`config.mk`:
```
export PLATFORM = sky130hd
export DESIGN_NAME = sattn_rocc_frontend
export DESIGN_NICKNAME = d
export VERILOG_FILES = /design/src/rtl/sattn_pkg.sv /design/src/rtl/sattn_cmd_fifo.sv /design/src/rtl/sattn_rocc_frontend.sv
export SDC_FILE = /design/constraint.sdc
export NUM_CORES = 1
export LEC_CHECK = 0
export ABC_AREA = 1
export CAP_MARGIN = 20
export CORE_MARGIN = 2
export CORE_UTILIZATION = 57
export CTS_CLUSTER_DIAMETER = 50
export CTS_CLUSTER_SIZE = 12
export DETAILED_ROUTE_END_ITERATION = 12
export PLACE_DENSITY_LB_ADDON = 0.15
export RECOVER_POWER = 25
export SYNTH_ARGS = -nofsm -noshare
export SYNTH_HDL_FRONTEND = slang
export SYNTH_HIERARCHICAL = 1
export SYNTH_SLANG_ARGS = --single-unit
export TNS_END_PERCENT = 1
```
`constraint.sdc`:
```
create_clock -name clk -period 10.1 [get_ports clk]
set_input_delay 1.01 -clock clk [delete_from_list [all_inputs] [get_ports clk]]
set_output_delay 1.01 -clock clk [all_outputs]
set_load 0.02 [all_outputs]
```
`src/rtl/sattn_pkg.sv`:
```
// Shared types for the sparse-attention RoCC front end: accelerator opcodes, MMIO map,
// RoCC funct codes, command record and front-end FSM states.
package sattn_pkg;

  typedef enum logic [7:0] {
    OP_CLEAR       = 8'h10,
    OP_LOAD_Q      = 8'h11,
    OP_LOAD_KV     = 8'h12,
    OP_SCORE       = 8'h13,
    OP_CHKSUM_OUT  = 8'h14,
    OP_CHKSUM_ATTN = 8'h15,
    OP_CHKSUM_IDX  = 8'h16
  } accel_op_e;

  localparam logic [15:0] MMIO_OPCODE    = 16'h0060;
  localparam logic [15:0] MMIO_STATUS    = 16'h0060;
  localparam logic [15:0] MMIO_CHK_OUT   = 16'h0068;
  localparam logic [15:0] MMIO_IDX_LO    = 16'h0070;
  localparam logic [15:0] MMIO_IDX_HI    = 16'h0078;
  localparam logic [15:0] MMIO_CHK_ATTN  = 16'h0080;
  localparam logic [15:0] MMIO_CHK_IDX   = 16'h0088;

  typedef enum logic [6:0] {
    F_CFG   = 7'd0,
    F_ISSUE = 7'd1,
    F_READ  = 7'd2,
    F_IDX   = 7'd3,
    F_PERF  = 7'd4
  } funct_e;

  typedef struct packed {
    logic [6:0]  funct;
    logic [63:0] rs1;
    logic [63:0] rs2;
    logic [4:0]  rd;
    logic        xd;
  } cmd_t;

  typedef enum logic [3:0] {
    S_IDLE,
    S_CFG_WR,
    S_IDX_WR0,
    S_IDX_WR1,
    S_IDX_GAP,
    S_ISSUE_WR,
    S_WAIT_DONE,
    S_SETTLE,
    S_RD_RES,
    S_RD,
    S_RESP
  } state_e;

  // Checksum-producing opcodes have their own result register; everything else reports status.
  function automatic logic [15:0] result_offset(input logic [7:0] op);
    case (op)
      OP_CHKSUM_OUT:  return MMIO_CHK_OUT;
      OP_CHKSUM_ATTN: return MMIO_CHK_ATTN;
      OP_CHKSUM_IDX:  return MMIO_CHK_IDX;
      default:        return MMIO_STATUS;
    endcase
  endfunction

endpackage

```
`src/rtl/sattn_cmd_fifo.sv`:
```
// Command queue between the RoCC command port and the front-end sequencer.
// DEPTH must be a power of two; pointers carry one extra wrap bit for full/empty.
module sattn_cmd_fifo
  import sattn_pkg::*;
#(
  parameter int unsigned DEPTH = 4
) (
  input  logic clk,
  input  logic rstn,
  input  logic push,
  input  cmd_t push_data,
  input  logic pop,
  output cmd_t head,
  output logic full,
  output logic empty
);

  localparam int unsigned AW = $clog2(DEPTH);
  localparam logic [AW:0] PTR_ONE = {{AW{1'b0}}, 1'b1};

  logic [AW:0] wptr_q, wptr_d, rptr_q, rptr_d;
  cmd_t        mem_q [DEPTH];
  cmd_t        mem_d [DEPTH];
  logic        do_push, do_pop;

  assign full    = (wptr_q[AW] != rptr_q[AW]) && (wptr_q[AW-1:0] == rptr_q[AW-1:0]);
  assign empty   = (wptr_q == rptr_q);
  assign do_push = push && !full;
  assign do_pop  = pop && !empty;
  assign head    = mem_q[rptr_q[AW-1:0]];

  always_comb begin
    mem_d  = mem_q;
    wptr_d = wptr_q;
    rptr_d = rptr_q;
    if (do_push) begin
      mem_d[wptr_q[AW-1:0]] = push_data;
      wptr_d = wptr_q + PTR_ONE;
    end
    if (do_pop) begin
      rptr_d = rptr_q + PTR_ONE;
    end
  end

  always_ff @(posedge clk or negedge rstn) begin
    if (!rstn) begin
      wptr_q <= '0;
      rptr_q <= '0;
    end else begin
      wptr_q <= wptr_d;
      rptr_q <= rptr_d;
    end
  end

  // Storage needs no reset: an entry is only read after it has been written.
  always_ff @(posedge clk) begin
    mem_q <= mem_d;
  end

endmodule

```
`src/rtl/sattn_rocc_frontend.sv`:
```
// RoCC command front end: queues commands and sequences MMIO traffic to the accelerator.
// Optional SATTN_FE_PERF_EN adds a saturating WAIT_DONE cycle counter read back by funct 4.
//
// state       | meaning
// ------------+------------------------------------------------------------
// S_IDLE      | waiting for a queued command; pops it when present
// S_CFG_WR    | one-cycle write of rs2 to offset rs1[15:0]
// S_IDX_WR0   | one-cycle write of rs1[15:0] to the index-low register
// S_IDX_WR1   | one-cycle write of rs2[15:0] to the index-high (commit) register
// S_IDX_GAP   | forced idle cycle so the commit strobe deasserts
// S_ISSUE_WR  | one-cycle opcode write; opcode 0 skips the wait
// S_WAIT_DONE | waiting for accel_done, bounded by the timeout down-counter
// S_SETTLE    | idle cycle while the accelerator latches its checksum
// S_RD_RES    | one-cycle read of the opcode's result register
// S_RD        | one-cycle read of offset rs1[15:0]
// S_RESP      | response held until resp_ready
module sattn_rocc_frontend
  import sattn_pkg::*;
#(
  parameter int unsigned CMD_DEPTH      = 4,
  parameter int unsigned TIMEOUT_CYCLES = 65535
) (
  input  logic        clk,
  input  logic        rstn,
  input  logic        cmd_valid,
  output logic        cmd_ready,
  input  logic [6:0]  cmd_funct,
  input  logic [63:0] cmd_rs1,
  input  logic [63:0] cmd_rs2,
  input  logic [4:0]  cmd_rd,
  input  logic        cmd_xd,
  output logic        resp_valid,
  input  logic        resp_ready,
  output logic [4:0]  resp_rd,
  output logic [63:0] resp_data,
  output logic        mmio_wen,
  output logic        mmio_ren,
  output logic [15:0] mmio_addr,
  output logic [63:0] mmio_wdata,
  input  logic [63:0] mmio_rdata,
  input  logic        accel_done,
  output logic        fe_busy,
  output logic        err_timeout
);

  state_e      state_q, state_d;
  cmd_t        cur_q, cur_d;
  cmd_t        head, push_data;
  logic        full, empty, pop;
  logic [63:0] resp_data_q, resp_data_d;
  logic        err_q, err_d;
  logic [31:0] tmr_q, tmr_d;
  logic [31:0] perf_val;
  logic        unused_cur;

  assign push_data = '{funct: cmd_funct, rs1: cmd_rs1, rs2: cmd_rs2, rd: cmd_rd, xd: cmd_xd};
  assign pop       = (state_q == S_IDLE) && !empty;

  sattn_cmd_fifo #(.DEPTH(CMD_DEPTH)) u_fifo (
    .clk       (clk),
    .rstn      (rstn),
    .push      (cmd_valid),
    .push_data (push_data),
    .pop       (pop),
    .head      (head),
    .full      (full),
    .empty     (empty)
  );

  function automatic state_e finish_st(input logic xd);
    return xd ? S_RESP : S_IDLE;
  endfunction

  always_comb begin
    state_d     = state_q;
    cur_d       = cur_q;
    resp_data_d = resp_data_q;
    err_d       = err_q;
    tmr_d       = tmr_q;
    mmio_wen    = 1'b0;
    mmio_ren    = 1'b0;
    mmio_addr   = '0;
    mmio_wdata  = '0;
    resp_valid  = 1'b0;
    case (state_q)
      S_IDLE: begin
        if (!empty) begin
          cur_d       = head;
          resp_data_d = '0;
          case (head.funct)
            F_CFG:   state_d = S_CFG_WR;
            F_ISSUE: begin
              state_d = S_ISSUE_WR;
              err_d   = 1'b0;
            end
            F_READ:  state_d = S_RD;
            F_IDX:   state_d = S_IDX_WR0;
            F_PERF:  begin
              resp_data_d = {32'd0, perf_val};
              state_d     = finish_st(head.xd);
            end
            default: state_d = finish_st(head.xd);
          endcase
        end
      end
      S_CFG_WR: begin
        mmio_wen   = 1'b1;
        mmio_addr  = cur_q.rs1[15:0];
        mmio_wdata = cur_q.rs2;
        state_d    = finish_st(cur_q.xd);
      end
      S_IDX_WR0: begin
        mmio_wen   = 1'b1;
        mmio_addr  = MMIO_IDX_LO;
        mmio_wdata = {48'd0, cur_q.rs1[15:0]};
        state_d    = S_IDX_WR1;
      end
      S_IDX_WR1: begin
        mmio_wen   = 1'b1;
        mmio_addr  = MMIO_IDX_HI;
        mmio_wdata = {48'd0, cur_q.rs2[15:0]};
        state_d    = S_IDX_GAP;
      end
      S_IDX_GAP: state_d = finish_st(cur_q.xd);
      S_ISSUE_WR: begin
        mmio_wen   = 1'b1;
        mmio_addr  = MMIO_OPCODE;
        mmio_wdata = {56'd0, cur_q.rs1[7:0]};
        tmr_d      = TIMEOUT_CYCLES;
        state_d    = (cur_q.rs1[7:0] == 8'd0) ? finish_st(cur_q.xd) : S_WAIT_DONE;
      end
      S_WAIT_DONE: begin
        // Done wins over a coincident terminal count.
        if (accel_done) begin
          state_d = S_SETTLE;
        end else if ((TIMEOUT_CYCLES != 0) && (tmr_q == 32'd1)) begin
          err_d       = 1'b1;
          resp_data_d = '1;
          state_d     = finish_st(cur_q.xd);
        end else begin
          tmr_d = tmr_q - 32'd1;
        end
      end
      S_SETTLE: state_d = S_RD_RES;
      S_RD_RES: begin
        mmio_ren    = 1'b1;
        mmio_addr   = result_offset(cur_q.rs1[7:0]);
        resp_data_d = mmio_rdata;
        state_d     = finish_st(cur_q.xd);
      end
      S_RD: begin
        mmio_ren    = 1'b1;
        mmio_addr   = cur_q.rs1[15:0];
        resp_data_d = mmio_rdata;
        state_d     = finish_st(cur_q.xd);
      end
      S_RESP: begin
        resp_valid = 1'b1;
        if (resp_ready) state_d = S_IDLE;
      end
      default: state_d = S_IDLE;
    endcase
  end

  always_ff @(posedge clk or negedge rstn) begin
    if (!rstn) begin
      state_q     <= S_IDLE;
      cur_q       <= '0;
      resp_data_q <= '0;
      err_q       <= 1'b0;
      tmr_q       <= '0;
    end else begin
      state_q     <= state_d;
      cur_q       <= cur_d;
      resp_data_q <= resp_data_d;
      err_q       <= err_d;
      tmr_q       <= tmr_d;
    end
  end

`ifdef SATTN_FE_PERF_EN
  logic [31:0] perf_q, perf_d;

  always_comb begin
    perf_d = perf_q;
    if (pop && (head.funct == F_PERF)) begin
      perf_d = '0;
    end else if ((state_q == S_WAIT_DONE) && (perf_q != '1)) begin
      perf_d = perf_q + 32'd1;
    end
  end

  always_ff @(posedge clk or negedge rstn) begin
    if (!rstn) perf_q <= '0;
    else       perf_q <= perf_d;
  end

  assign perf_val = perf_q;
`else
  assign perf_val = '0;
`endif

  // Funct and the upper operand bits are carried in the command record but never consumed.
  assign unused_cur = ^{cur_q.funct, cur_q.rs1[63:16]};

  assign cmd_ready   = !full;
  assign resp_rd     = cur_q.rd;
  assign resp_data   = resp_data_q;
  assign err_timeout = err_q;
  assign fe_busy     = !empty || (state_q != S_IDLE);

endmodule

```
==> impl_results.html <==
<table>
<tr><th>Metric</th><th>Value</th></tr>
<tr><th colspan="2">Drt</th></tr>
<tr><td>Pre-antenna DRT Iters</td><td>5</td></tr>
<tr><td>Post-detailed-route DRC marker count</td><td>0</td></tr>
<tr><td>Vias</td><td>~18000</td></tr>
<tr><td>Routed wire length</td><td>59820 um</td></tr>
<tr><td>1st-iter DRT viols</td><td>1714</td></tr>
<tr><td>Post-DR wirelength/cell</td><td>18.91 um</td></tr>
<tr><td>Via density per instance</td><td>5.613</td></tr>
<tr><td>DRT antenna net count</td><td>0</td></tr>
<tr><th colspan="2">GRT</th></tr>
<tr><td>Initial antenna violation count</td><td>19</td></tr>
<tr><td>Overall track demand over capacity in global routing</td><td>a little over a quarter</td></tr>
<tr><td>Wire length of the first global-routing pass</td><td>93170 um</td></tr>
<tr><td>Via count of the first global-routing pass</td><td>~17000</td></tr>
<tr><td>GR Overflow Total</td><td>0</td></tr>
<tr><td>Pin count of the biggest net entering global routing</td><td>114</td></tr>
<tr><th colspan="2">Cells and area</th></tr>
<tr><td>P&amp;R area growth vs syn</td><td>20.18%</td></tr>
<tr><td>Final Net Count</td><td>2784</td></tr>
<tr><td>Share of final-layout standard cells stronger than drive strength 1</td><td>between 4 and 5%</td></tr>
<tr><td>Final cell area excluding filler cells</td><td>approximately 29000 um2</td></tr>
<tr><td>Filler Cell Count</td><td>between 3000 and 4000</td></tr>
<tr><th colspan="2">Clock network</th></tr>
<tr><td>Post-CTS setup-driven buffer insertion count</td><td>0</td></tr>
<tr><td>H-tree Lvls</td><td>2</td></tr>
<tr><td>TritonCTS clock tree</td><td>built</td></tr>
<tr><td>Clock transition at the registers of the reported paths</td><td>0.06 ns</td></tr>
<tr><td>Total number of clock tree sinks</td><td>565</td></tr>
<tr><td>Clock latency at the later pin of the worst-skew pair</td><td>between 0.6 and 0.7 ns</td></tr>
<tr><td>Hold_buf cts</td><td>0</td></tr>
<tr><td>Clock root buffer</td><td>clkbuf_16</td></tr>
<tr><td>Num CTS Buffers</td><td>57</td></tr>
<tr><td>Post-CTS Resized</td><td>0</td></tr>
<tr><td>CTS max path bufs</td><td>3</td></tr>
<tr><th colspan="2">Job</th></tr>
<tr><td>Maximum Capacitance Violations</td><td>1</td></tr>
<tr><th colspan="2">Floorplanning</th></tr>
<tr><td>FP Rows</td><td>75</td></tr>
<tr><td>Initial core utilization</td><td>57.67%</td></tr>
<tr><td>Std-Cell Core Area</td><td>approximately 42000 um2</td></tr>
<tr><td>Die area</td><td>roughly 44000 um2</td></tr>
<tr><td>I/O Pins</td><td>approximately 370</td></tr>
<tr><td>Die outline height</td><td>between 200 and 250 um</td></tr>
<tr><td>X dimension of the die</td><td>~210 um</td></tr>
<tr><th colspan="2">STA</th></tr>
<tr><td>Rel. slew slack</td><td>-162.2%</td></tr>
<tr><td>Setup TNS Final</td><td>0 ns</td></tr>
<tr><td>Max-slew violation total from the final report</td><td>between 60 and 70</td></tr>
<tr><td>Number of setup violations in the final report</td><td>0</td></tr>
<tr><td>Final critical path time including I/O delays and setup</td><td>around 4.5 ns</td></tr>
<tr><td>Tightest Pin Transition</td><td>slightly below 4 ns</td></tr>
<tr><td>Hold Fails Final Rpt</td><td>0</td></tr>
<tr><td>Final cycle utilization of the critical path</td><td>44.52%</td></tr>
<tr><td>RSZ-0062 raised after global routing</td><td>false</td></tr>
<tr><td>F_max</td><td>between 200 and 250 MHz</td></tr>
<tr><td>Largest clock skew in the final design</td><td>about 0.019 ns</td></tr>
<tr><th colspan="2">Synth</th></tr>
<tr><td>Post-Synthesis Net Count</td><td>about 2500</td></tr>
<tr><td>Mapped Avg Cell Area</td><td>approximately 10 um2</td></tr>
<tr><td>Netlist area before placement</td><td>around 24000 um2</td></tr>
<tr><td>Ys Warns</td><td>6</td></tr>
<tr><td>Cells after synthesis</td><td>roughly 2300</td></tr>
<tr><th colspan="2">Placement</th></tr>
<tr><td>Port Buffer Count</td><td>around 320</td></tr>
<tr><td>Instance area after placement</td><td>between 20000 and 30000 um2</td></tr>
<tr><td>Global placement routability congestion</td><td>0.8442</td></tr>
<tr><td>HPWL after DPL</td><td>roughly 35000 um</td></tr>
<tr><th colspan="2">Worst setup path</th></tr>
<tr><td>Required time at the endpoint of the critical path</td><td>just over 9 ns</td></tr>
<tr><td>Startpoint kind of the worst setup timing path</td><td>flip-flop</td></tr>
<tr><td>Library cell contributing the largest single delay on the critical path</td><td>dfrtp_2</td></tr>
<tr><td>Type of destination of the critical path</td><td>output pin</td></tr>
<tr><td>Delay of the slowest cell on the worst path</td><td>a little under 0.8 ns</td></tr>
<tr><td>Class of the most critical setup path</td><td>flip-flop to output pin</td></tr>
<tr><td>Arrival @ worst endpoint</td><td>roughly 3.5 ns</td></tr>
<tr><td>CP most frequent cell</td><td>nand2_1</td></tr>
<tr><td>Cells along the critical path</td><td>buf_4, nand2_1, nand2_1, nand3_2, inv_1, nand2_1, clkdlybuf4s50_1</td></tr>
<tr><td>Critical path peak fanout</td><td>67</td></tr>
<tr><th colspan="2">Power and ir drop</th></tr>
<tr><td>Leakage dissipation</td><td>between 10 and 15 nW</td></tr>
<tr><td>Power Dens Cells</td><td>slightly above 300 nW/um2</td></tr>
<tr><td>Maximum VDD drop</td><td>approximately 0.24 mV</td></tr>
<tr><th colspan="2">Outcome</th></tr>
<tr><td>Outcome</td><td>complete, but fails checks</td></tr>
<tr><td>Violations in the final reports</td><td>max-capacitance violations, max-slew violations</td></tr>
<tr><th colspan="2">Hold path</th></tr>
<tr><td>Worst min-delay path category</td><td>flip-flop to flip-flop</td></tr>
</table>
[cells in the final DEF, fill, tap and decap left out, types with 8 or more instances in the layout]
cell type	n
nand3_1	40
clkdlybuf4s50_1	246
inv_1	116
o22ai_1	93
o21ai_0	296
clkbuf_16	58
edfxtp_1	372
xnor2_1	8
dfrtp_1	191
dlygate4sd3_1	69
nor2_1	338
nand4_1	73
nand2_1	572
buf_4	23
clkbuf_1	33
diode_2	10
[registers in the layout (all words and copies together), names as in the netlist]
register and count:
u_fifo/mem_q 372, u_fifo/wptr_q 3, resp_data 64, tmr_q 32
err_timeout 1, state_q 4, u_fifo/rptr_q 3, cur_q 81
resp_rd 5
[path summary, 6_finish.rpt]
check                              endpoint  depth (start not counted)             start  slack [ns]
max                                 fe_busy                          7  u_fifo/rptr_q[1]        5.60
max in group asynchronous  u_fifo/rptr_q[0]                          2              rstn        5.80
min reg2reg                   resp_data[42]                          2     resp_data[42]        0.47
max reg2reg                       cur_q[49]                         10  u_fifo/rptr_q[1]        6.02
min in group asynchronous     resp_data[27]                          1              rstn        1.77
min                           resp_data[42]                          2     resp_data[42]        0.47
[cell type report]
class / instances / area [um2] / share of cell area [%]
multi-input cells: 1478 / 6710 / 23.08
clock buffers: 96 / 1654 / 5.689
diodes: 10 / 25.02 / 0.08607
inverters: 124 / 473.0 / 1.627
well taps: 539 / 674.4 / 2.320
clock inverters: 10 / 146.4 / 0.5035
repair buffers: 341 / 3385 / 11.64
flip-flops and latches: 565 / 16010 / 55.05
[per-stage QoR]
step / power [mW] / utilization, % / std cells / hold WS, ns / worst slack, ns
floorplan: 5.914 / - / 2325 / 0.4492 / 4.595
global placement: 6.716 / 64.85 / 3045 / 0.4526 / 6.077
detailed placement: 6.814 / 64.85 / 3045 / 0.4585 / 6.088
CTS: 8.868 / 69.14 / 3151 / 0.4176 / 5.603
global route: 9.361 / 69.29 / 3160 / 0.4960 / 5.018
finish: 8.824 / 69.31 / 3163 / 0.4702 / 5.604
[routing by layer]
| layer | global-route usage [%] | wire (um) | part of all wire (%) |
|---|---|---|---|
| met2 | 45.23 | 28990 | 48 |
| met3 | 5.378 | 4364 | 7.3 |
| met1 | 35.84 | 24890 | 42 |
| met4 | 9.440 | 1453 | 2.4 |
| met5 | 0 | 120 | 0.20 |
[critical path, delay by kind of cell (launching register included)]
| family | cells | cell delay (ns) |
|---|---|---|
| buffers and inverters | 3 | 1.49 |
| DFF | 1 | 0.79 |
| and+or+nand+nor | 4 | 0.58 |
[where the power goes]
group          internal, mW  total [mW]  switching (mW)
Combinational          1.07        3.37            2.30
Clock                  1.19        2.04           0.848
Sequential             3.16        3.42           0.258
(Power assumes the default switching activity.)
==> edit, RTL diff (same flow settings) <==
Put one more register stage on the output `err_timeout`, cleared by the reset. The value now appears one clock later. The other outputs are not delayed to match.
--- a/src/rtl/sattn_rocc_frontend.sv
+++ b/src/rtl/sattn_rocc_frontend.sv
@@ -206,7 +206,13 @@
   assign cmd_ready   = !full;
   assign resp_rd     = cur_q.rd;
   assign resp_data   = resp_data_q;
-  assign err_timeout = err_q;
+  always_ff @(posedge clk or negedge rstn) begin
+    if (!rstn) begin
+      err_timeout <= '0;
+    end else begin
+      err_timeout <= err_q;
+    end
+  end
   assign fe_busy     = !empty || (state_q != S_IDLE);
 
 endmodule
Function: not settled (the Yosys comparison gave no result); the edit may change what the design does.
==> edit against the original RTL <==
- the flow still finishes with violations (max-capacitance violations, max-slew violations)
- largest power group unchanged
- setup slack worse by 850 ps
- wire length down 0.52%
- highest routed layer unchanged
- non-clock buffer count down 2
- die area down 0.35%
- register-to-register slack better by 150 ps
- count of clock-buffer cells in the layout down 6
- via count up 0.17%
- combinational power down 1%
- sequential cell count up 1
- area after synthesis down 0.35%
- final area down 0.27%
- total power down 0.50%
==> edit: results (changes against the original RTL) <==
cts_made_buffers: 56  # -1.8%
syn-mean-instance-area_um2: 10.4  # -0.48%
leakagePower_nw: 11.7  # -0.67%
drive_gt1_frac: 0.0491  # -0.000615
holdWs_ps: 386  # -83.8 ps
maxCapViolCount: 1  # unchanged
routedWlPerCell_um: 18.9  # -0.27%
fin_nets: 2781  # -0.11%
dr.first_iter.drc_count: 1489  # -13%
hold_path_depth: 0  # -2
violations: "max-capacitance violations, max-slew violations"
worstMarginPinSlew_ps: 4430  # +492 ps
dp_hpwl_um: 34600  # -0.68%
grt_antenna_before_repair: 20  # +1
ir_drop_mv: 0.220  # -7.4%
worstPathMaxFanout: 75  # +12%
status: "finished, violations left"
min-delay-start: "err_q"
p_int_w: 0.00535  # -1.2%
syn_nets: 2545  # +0.12%
r2r_setup_slack_ps: 6170  # +150 ps
grt.total_usage: 0.271  # about the same
place.gp.congestion: 0.902  # +6.8%
r2r_start: "u_fifo/rptr_q[0]"
worstHoldEndpoint: "err_timeout"
dpl_cell_area_um2: 27200  # +0.15%
fin_skew_ps: 19.4  # -0.00730 ps
grt_pass1_wl_um: 93900  # +0.76%
post_drt_via_cell_ratio: 5.64  # +0.42%
final_cells: 3155  # -0.25%
crit_slowest_cell: "clkbuf_1"
wl_met3_um: 3940  # -9.7%
crit_arrival_ps: 6000  # +2510 ps
startpoint: "rstn"
ff2ff_path_depth: 9  # -1
slew_viol_final: 72  # +13%
grt_pass1_vias: 17600  # +1.3%
cp-endpoint: "resp_data[25]"
wl_met1_um: 24500  # -1.4%
crit_path_max_incr_delay_ps: 3040  # +2250 ps
dr_wl_met2_um: 29500  # +1.7%
finalCriticalPeriod_ps: 5340  # +848 ps
grt_use_met3: 0.0524  # -0.00141
[edit: changes by cell type in the layout (fill, tap and decap cells not counted), moves of 4 or more]
| cell | delta |
|---|---|
| nand3_1 | +18 |
| o21ai_0 | -5 |
| clkbuf_1 | -4 |
| nand2_1 | -21 |
| o21ai_1 | +6 |
[edit: worst max-delay path, delay by kind of cell]
kind                   cells  cell delay, ps
buffers and inverters      3            4880
[edit: area by class of cell]
class,count,area [µm²]
clock inverters,10,121
inverters,124,473
well taps,539,674
flip-flops and latches,566,16000
multi-input cells,1477,6730
diodes,10,25.0
fillers,3117,12900
clock buffers,90,1590
repair buffers,339,3350
[edit: power groups by stage]
stage          Sequential [W]  Combinational [W]  Clock, W
2_1_floorplan         0.00355            0.00226         0
3_3_place_gp          0.00349            0.00324         0
3_5_place_dp          0.00352            0.00332         0
4_1_cts               0.00347            0.00334   0.00199
5_1_grt               0.00354            0.00369   0.00208
6_report              0.00348            0.00333   0.00196
